==> src/rtl/snn_pkg.sv <==
// Shared types and default constants for the spiking-network blocks
// (LIF neuron and STDP synapse).
package snn_pkg;

  localparam int          WEIGHT_W               = 8;
  localparam int          V_W_DEFAULT            = 16;
  localparam logic [15:0] THRESHOLD_DEFAULT      = 16'd1024;
  localparam int          LEAK_SHIFT_DEFAULT     = 4;
  localparam int          REFRACT_CYCLES_DEFAULT = 8;

  typedef enum logic [0:0] {
    INTEGRATE = 1'b0,
    REFRACT   = 1'b1
  } state_t;

  // Width of a counter that has to hold values 0..n. It is never narrower than 1 bit.
  function automatic int cnt_width(input int n);
    return (n > 0) ? $clog2(n + 1) : 1;
  endfunction

endpackage

==> src/rtl/lif_neuron_if.sv <==
// Spike/weight input and membrane/fire status bundle of one LIF neuron.
interface lif_neuron_if
  import snn_pkg::*;
#(
  parameter int WEIGHT_W = snn_pkg::WEIGHT_W,
  parameter int V_W      = V_W_DEFAULT
);
  logic                pre_spike;
  logic [WEIGHT_W-1:0] weight;
  logic                post_spike;
  logic [V_W-1:0]      membrane;
  logic                refractory;
  logic [15:0]         spike_count;

  modport master (
    output pre_spike, weight,
    input  post_spike, membrane, refractory, spike_count
  );

  modport slave (
    input  pre_spike, weight,
    output post_spike, membrane, refractory, spike_count
  );
endinterface

==> src/rtl/lif_refract_timer.sv <==
// Loadable down-counter for the refractory hold-off. Done marks the final
// refractory edge, which is the point where the count equals 1.
module lif_refract_timer #(
  parameter int CNT_W = 4
) (
  input  logic             clk,
  input  logic             reset,
  input  logic             load,
  input  logic [CNT_W-1:0] load_value,
  output logic             done
);
  logic [CNT_W-1:0] count_reg;

  always_ff @(posedge clk) begin
    if (reset) begin
      count_reg <= '0;
    end else if (load) begin
      count_reg <= load_value;
    end else if (count_reg != '0) begin
      count_reg <= count_reg - CNT_W'(1);
    end
  end

  assign done = (count_reg == CNT_W'(1));
endmodule

==> src/rtl/lif_neuron.sv <==
// Leaky integrate-and-fire neuron. It integrates weight gated by pre_spike into a
// saturating membrane. It fires a one-cycle pulse, then ignores input for a fixed refractory period.
module lif_neuron
  import snn_pkg::*;
#(
  parameter int             WEIGHT_W       = snn_pkg::WEIGHT_W,
  parameter int             V_W            = V_W_DEFAULT,
  parameter logic [V_W-1:0] THRESHOLD      = V_W'(THRESHOLD_DEFAULT),
  parameter int             LEAK_SHIFT     = LEAK_SHIFT_DEFAULT,
  parameter int             REFRACT_CYCLES = REFRACT_CYCLES_DEFAULT
) (
  input  logic         clk,
  input  logic         reset,
  lif_neuron_if.slave  bus
);
  localparam int   CNT_W       = cnt_width(REFRACT_CYCLES);
  localparam logic HAS_REFRACT = (REFRACT_CYCLES > 0);

  state_t         state_reg;
  logic [V_W-1:0] v_reg;
  logic           post_reg;
  logic [15:0]    count_reg;

  logic [V_W:0]   v_leak;
  logic [V_W:0]   v_sum;
  logic [V_W-1:0] v_next;
  logic           fire;
  logic           timer_done;

  // The extra top bit of v_sum catches overflow, and the result is clamped at the ceiling instead of wrapping.
  always_comb begin
    v_leak = {1'b0, v_reg} - ({1'b0, v_reg} >> LEAK_SHIFT);
    v_sum  = v_leak + (bus.pre_spike ? {{(V_W + 1 - WEIGHT_W){1'b0}}, bus.weight}
                                     : {(V_W + 1){1'b0}});
    v_next = v_sum[V_W] ? {V_W{1'b1}} : v_sum[V_W-1:0];
    fire   = (state_reg == INTEGRATE) && (v_next >= THRESHOLD);
  end

  lif_refract_timer #(.CNT_W(CNT_W)) u_timer (
    .clk        (clk),
    .reset      (reset),
    .load       (fire && HAS_REFRACT),
    .load_value (CNT_W'(REFRACT_CYCLES)),
    .done       (timer_done)
  );

  always_ff @(posedge clk) begin
    if (reset) begin
      state_reg <= INTEGRATE;
      v_reg     <= '0;
      post_reg  <= 1'b0;
      count_reg <= '0;
    end else begin
      post_reg <= 1'b0;
      case (state_reg)
        INTEGRATE: begin
          if (fire) begin
            post_reg <= 1'b1;
            v_reg    <= '0;
            if (count_reg != 16'hFFFF) count_reg <= count_reg + 16'd1;
            if (HAS_REFRACT) state_reg <= REFRACT;
          end else begin
            v_reg <= v_next;
          end
        end
        REFRACT: begin
          v_reg <= '0;
          if (timer_done) state_reg <= INTEGRATE;
        end
        default: state_reg <= INTEGRATE;
      endcase
    end
  end

  assign bus.post_spike  = post_reg;
  assign bus.membrane    = v_reg;
  assign bus.refractory  = (state_reg == REFRACT);
  assign bus.spike_count = count_reg;
endmodule

==> src/flat_wrapper.sv <==
// flat-port wrapper written by rule: the top's interface ports become plain ports
module lif_neuron_flat import snn_pkg::*;
#(
  parameter int             WEIGHT_W       = snn_pkg::WEIGHT_W,
  parameter int             V_W            = V_W_DEFAULT,
  parameter logic [V_W-1:0] THRESHOLD      = V_W'(THRESHOLD_DEFAULT),
  parameter int             LEAK_SHIFT     = LEAK_SHIFT_DEFAULT,
  parameter int             REFRACT_CYCLES = REFRACT_CYCLES_DEFAULT
)
  (clk, reset, bus_pre_spike, bus_weight, bus_post_spike, bus_membrane, bus_refractory, bus_spike_count);
  lif_neuron_if #(.WEIGHT_W(WEIGHT_W), .V_W(V_W)) bus_i ();
  input  logic clk;
  input  logic reset;
  input wire logic [$bits(bus_i.pre_spike)-1:0] bus_pre_spike;
  input wire logic [$bits(bus_i.weight)-1:0] bus_weight;
  output wire logic [$bits(bus_i.post_spike)-1:0] bus_post_spike;
  output wire logic [$bits(bus_i.membrane)-1:0] bus_membrane;
  output wire logic [$bits(bus_i.refractory)-1:0] bus_refractory;
  output wire logic [$bits(bus_i.spike_count)-1:0] bus_spike_count;
  assign bus_i.pre_spike = bus_pre_spike;
  assign bus_i.weight = bus_weight;
  assign bus_post_spike = bus_i.post_spike;
  assign bus_membrane = bus_i.membrane;
  assign bus_refractory = bus_i.refractory;
  assign bus_spike_count = bus_i.spike_count;
  lif_neuron #(.WEIGHT_W(WEIGHT_W), .V_W(V_W), .THRESHOLD(THRESHOLD), .LEAK_SHIFT(LEAK_SHIFT), .REFRACT_CYCLES(REFRACT_CYCLES)) u_core (.clk(clk), .reset(reset), .bus(bus_i));
endmodule
==> config.mk <==
export PLATFORM = sky130hd
export DESIGN_NAME = lif_neuron_flat
export DESIGN_NICKNAME = d
export VERILOG_FILES = /design/src/rtl/snn_pkg.sv /design/src/rtl/lif_neuron_if.sv /design/src/rtl/lif_refract_timer.sv /design/src/rtl/lif_neuron.sv /design/src/flat_wrapper.sv
export SDC_FILE = /design/constraint.sdc
export NUM_CORES = 1
export LEC_CHECK = 0
export CORE_UTILIZATION = 50
export CTS_CLUSTER_DIAMETER = 50
export DETAILED_ROUTE_END_ITERATION = 10
export PLACE_DENSITY_LB_ADDON = 0.15
export SLEW_MARGIN = 40
export SYNTH_ARGS = -nofsm -noshare
export SYNTH_HDL_FRONTEND = slang
export SYNTH_SLANG_ARGS = --single-unit
==> constraint.sdc <==
create_clock -name clk -period 4.9 [get_ports clk]
set_clock_uncertainty 0.1 [all_clocks]
set_input_delay 0.98 -clock clk [delete_from_list [all_inputs] [get_ports clk]]
set_output_delay 0.98 -clock clk [all_outputs]
set_load 0.01 [all_outputs]
After elaboration in Yosys (flattened, before gate mapping)
Cells that the tools add are included.
- register bits: 38
- bits of input ports: 11
- output and inout port bits: 34
- add/sub/neg operators: 4
- $lt $le $gt $ge: 1
- eq/ne operators: 2
- mux-type cells: 9
- bitwise operators: 1
- reduce and logical (&&, ||, !) cells: 6
- operators with widths (operator ; number):
    $mux 16 ; 2
    $pmux 16 s2 ; 1
    $add 17x17->17 ; 1
    $sub 16x12->17 ; 1
    $add 16x1->16 const B ; 1
    $ge 16x11->1 const B ; 1
    $ne 16x16->1 const B ; 1
    $mux 4 ; 2
    $mux 8 ; 1
    $eq 4x1->1 const B ; 1
    $reduce_bool 4->1 ; 1
    $reduce_or 2->1 ; 2
    $sub 4x1->4 const B ; 1
    $reduce_and 3->1 ; 1
    $mux 1 ; 2
    $pmux 1 s2 ; 1
    $reduce_bool 2->1 ; 1
    $logic_and 1x1->1 ; 1
    $not 1->1 ; 1

Logic depth before layout (Yosys ltp)
- depth after elaboration: 7
- depth in mapped cells: 16
- depth with buffers taken out: 13

Cells and area by module
A second synthesis with hierarchy kept.
- cells, all modules: 343
- area, all modules: 2849.0 µm²
- modules (own cells, without submodules) (module ; times used ; cells an instance ; area each (µm²) ; seq. area each (µm²)):
    lif_neuron ; 1 ; 316 ; 2602.5 ; 680.7
    lif_refract_timer ; 1 ; 27 ; 246.5 ; 80.1

Worst setup path after synthesis
Ideal clock, no wire load.
- path kind: in2reg
- start point: in bus_pre_spike
- end point: reg u_core.count_reg[13] (netlist: u_core.bus.spike_count[13])
- setup time: 121 ps
- data arrival time: 4198 ps
- data required time: 4679 ps
- path slack: 482 ps
- cell stages on the path: 14
- cell sequence: clkbuf_1 > nand2_1 > fa_1 > inv_1 > fa_1 > a211oi_2 > o21ai_2 > a211o_1 > and3_1 > o2111ai_2 > o31ai_2 > buf_2 > nor4b_2 > mux2_2
- word-level cells in the longest chain between the ends: 6
- ends and longest elaborated chain (item ; RTL line ; text):
    start, declared ; flat_wrapper.sv:14 ; input wire logic [$bits(bus_i.pre_spike)-1:0] bus_pre_spike;
    $mux 8 ; lif_neuron.sv:33 ; v_sum = v_leak + (bus.pre_spike ? {{(V_W + 1 - WEIGHT_W){1'b0}}, bus.weight}
    $add 17x17->17 ; lif_neuron.sv:33 ;
    $mux 16 ; lif_neuron.sv:35 ; v_next = v_sum[V_W] ? {V_W{1'b1}} : v_sum[V_W-1:0];
    $ge 16x11->1 ; lif_neuron.sv:36 ; fire = (state_reg == INTEGRATE) && (v_next >= THRESHOLD);
    $logic_and 1x1->1 ; lif_neuron.sv:36 ;
    $reduce_and 3->1 (no line) ; n/a ;
    end signal, assigned ; lif_neuron.sv:60 ; if (count_reg != 16'hFFFF) count_reg <= count_reg + 16'd1;
    end, declared ; lif_neuron.sv:22 ; logic [15:0] count_reg;
No other way between the ends.
A chain may end at the register's enable or synchronous reset.

Worst setup path after layout
- start point: in bus_weight[1]
- end point: reg u_core.count_reg[13] (netlist: u_core.bus.spike_count[13])
- word-level cells in the longest chain between the ends: 6
- ends and longest elaborated chain (item ; RTL line ; text):
    start, declared ; flat_wrapper.sv:15 ; input wire logic [$bits(bus_i.weight)-1:0] bus_weight;
    $mux 8 ; lif_neuron.sv:33 ;
    $add 17x17->17 ; lif_neuron.sv:33 ;
    $mux 16 ; lif_neuron.sv:35 ;
    $ge 16x11->1 ; lif_neuron.sv:36 ;
    $logic_and 1x1->1 ; lif_neuron.sv:36 ;
    $reduce_and 3->1 (no line) ; n/a ;
No other way between the ends.

==> results.json <==
{
  "power_switching_mw": 0.2548,
  "synthTopCellsByArea": "dfxtp_1 27%, ha_1 11%, fa_1 5.7%",
  "drive_above_1_share_pct": 13.99,
  "synthDistinctLibCells": 59,
  "track_usage_pct": 21.48,
  "die_w_microns": 76.99,
  "grt_pass1_wl_microns": 10250,
  "crit_top_cell": "fa_1",
  "n_antenna_cell": 0,
  "num_vias": 2458,
  "hold_path.class": "register to register",
  "tightest_slew_ns": 0.6934,
  "crit_path_top_delay_cell": "fa_1",
  "fin_cells": 463,
  "syn_area_sq_um": 2811,
  "crit_arrival_ns": 4.60,
  "setup_viol": 0,
  "hpwl_microns": 4704,
  "start_util_pct": 53.35,
  "layout_common_cells": "42 x clkdlybuf4s50_1, 38 x inv_1, 38 x dfxtp_1",
  "cts_num_sinks": 38,
  "ant_nets": 0,
  "die-area_sq_um": 5927,
  "whs_ns": 0.4130,
  "grt_pass1_vias": 2301,
  "cts_htree_levels": 2,
  "fmax_mhz": 221.2,
  "cts_setup_buffers": 0,
  "wl_per_cell_microns": 12.95,
  "place_inst": 455,
  "rsz0062_at_grt": "false",
  "synth_seq_area_share_pct": 27.06,
  "globalRouteOverflowTotal": 0,
  "ctsHoldBuffers": 0,
  "finalSetupTns_ns": 0,
  "synth-edff-count": 0,
  "clock_path_buffers": 2,
  "gp_congestion": 0.8415,
  "cts_buffers": 5,
  "power.share.clock_pct": 28.9,
  "path_clk_slew_ns": 0.08,
  "drt_wl_total_microns": 5998,
  "yosys_register_bits": 38,
  "min_period_over_period_pct": 92.25,
  "fin_crit_ns": 4.520,
  "layout_setup_ws_ns": 0.3799,
  "postSynth.asyncResetShare_pct": 0,
  "cts_tree": "yes",
  "ys.flop_type": "dfxtp_1",
  "p_sw_share_pct": 31.92,
  "slew_violations": 0,
  "worstSetupPathType": "input pin to register",
  "critPathRequiredTime_ns": 4.98,
  "grt_antenna_before_repair": 0,
  "critPathLaunchType": "input pin",
  "p_per_area_nw_per_um2": 227.1,
  "vias_per_cell": 5.309,
  "final_util_pct": 66.69,
  "post-route-drc-count": 0,
  "hold_violations": 0,
  "grt_max_degree": 31,
  "power_mw": 0.7982,
  "leakagePower_nw": 1.477,
  "final_nets": 436,
  "yosysWarnings": 0,
  "p_comb_share_pct": 29.8,
  "worst-path-max-fanout": 11,
  "status": "finished, final reports clean",
  "place_area_sq_um": 3417,
  "ios": 45,
  "crit_path_max_incr_delay_ns": 0.50,
  "avgSynthCellArea_sq_um": 8.468,
  "first_iter_violations": 83,
  "crit_family": "compound AO/OA/AOI/OAI gates",
  "dp_slack_ns": -0.1094,
  "end_kind": "register",
  "root_buffer": "clkbuf_8",
  "netlist.area_leader.share_pct": 27.06,
  "power.internal_mw": 0.5435,
  "worstPathCellList": "clkdlybuf4s50_1, nand2_1, fa_1, inv_1, fa_1, a211oi_2, o211a_1, o21ai_0, a211o_2, o2111ai_2, o31ai_2, buf_4, nor4b_2, mux2_2",
  "cp_num_buf_inv": 3,
  "syn_inst": 332,
  "pwr-share-seq_pct": 41.2,
  "portBuffers": 44,
  "fp.dieH_microns": 76.99,
  "dr.pass1.iters": 4,
  "synth.largest_area_cell": "dfxtp_1",
  "rows": 26,
  "relSlewSlack_pct": 53.42,
  "clk-insertion-delay-late_ns": 0.29,
  "fillers": 497,
  "ir_drop_v": 0.0001615,
  "area_growth_pct": 25.01,
  "cap_viol_max_count": 0,
  "layout_commonest_cell": "clkdlybuf4s50_1",
  "design_area_sq_um": 3515,
  "core_area_sq_um": 5270
}
## kinds of logic after synthesis
group	share of synthesized area, %
buf+inv	7.254
mux	2.715
other cells	0.1334
simple gates	19.76
fa+ha+maj	16.82
xor+xnor	3.427
compound gates	22.83
flops	27.06
## power by group through the flow
stage               clock [mW]  sequential, mW  combinational, mW
finish                   0.231           0.329              0.238
global route             0.252           0.331              0.266
CTS                      0.241           0.329              0.238
detailed placement           0           0.337              0.237
global placement             0           0.337              0.234
floorplan                    0           0.338              0.163
## worst register-to-register path: stages, from the launching register on
cell and delay, ns:
dfxtp_1 0.34, inv_1 0.06, fa_1 0.54, inv_1 0.07
fa_1 0.46, a211oi_2 0.29, o211a_1 0.20, o21ai_0 0.14
a211o_2 0.38, o2111ai_2 0.13, o31ai_2 0.08, buf_4 0.19
nor4b_2 0.29, mux2_2 0.36
## synthesized netlist by cell type (all sizes together) (3+ instances only)
master  count
a21oi      39
dfxtp      38
inv        38
nand2      30
ha         25
nor2       18
o21ai      16
nand3      10
or3         9
fa          8
buf         7
a21o        6
nand2b      6
xnor2       6
and3        5
mux2        5
nor2b       5
nor3        5
o21a        5
xor2        5
a211o       4
a211oi      4
clkbuf      4
and4        3
nor4        3
o31ai       3
## per-layer routing
| layer | vias up | global-route usage [%] | wire length (microns) |
|---|---|---|---|
| met5 | - | 0 | 0 |
| met4 | 0 | 6.792 | 76 |
| met3 | 7 | 2.619 | 191 |
| met2 | 38 | 34.64 | 2687 |
| met1 | 1139 | 29.77 | 3043 |
| li1 | 1274 | - | - |
## worst paths after layout
path,startpoint,end,slack [ns],cells after the start
worst min register to register,u_core.bus.refractory$_SDFF_PP0_,u_core.bus.refractory$_SDFF_PP0_,0.41,2
worst min-delay path,u_core.bus.refractory$_SDFF_PP0_,u_core.bus.refractory$_SDFF_PP0_,0.41,2
worst max register to register,u_core.bus.membrane[1]$_SDFF_PP0_,u_core.bus.spike_count[13]$_SDFFE_PP0P_,1.17,13
worst max-delay path,bus_weight[1],u_core.bus.spike_count[13]$_SDFFE_PP0P_,0.38,14
## final cells by class
class / instances / area [sq um] / share of cell area (%)
flip-flops and latches: 38 / 760.7 / 21.64
inverters: 38 / 142.6 / 4.058
well taps: 70 / 87.58 / 2.492
clock buffers: 6 / 82.58 / 2.350
multi-input cells: 250 / 1866 / 53.08
clock inverters: 2 / 12.51 / 0.3560
repair buffers: 59 / 563.0 / 16.02
## timing repair
item / CTS / global route
setup endpoints to repair: 0 / 1
hold endpoints to repair: 0 / 0
gates resized for setup: 0 / 1
Power figures use the tool's default switching activity.
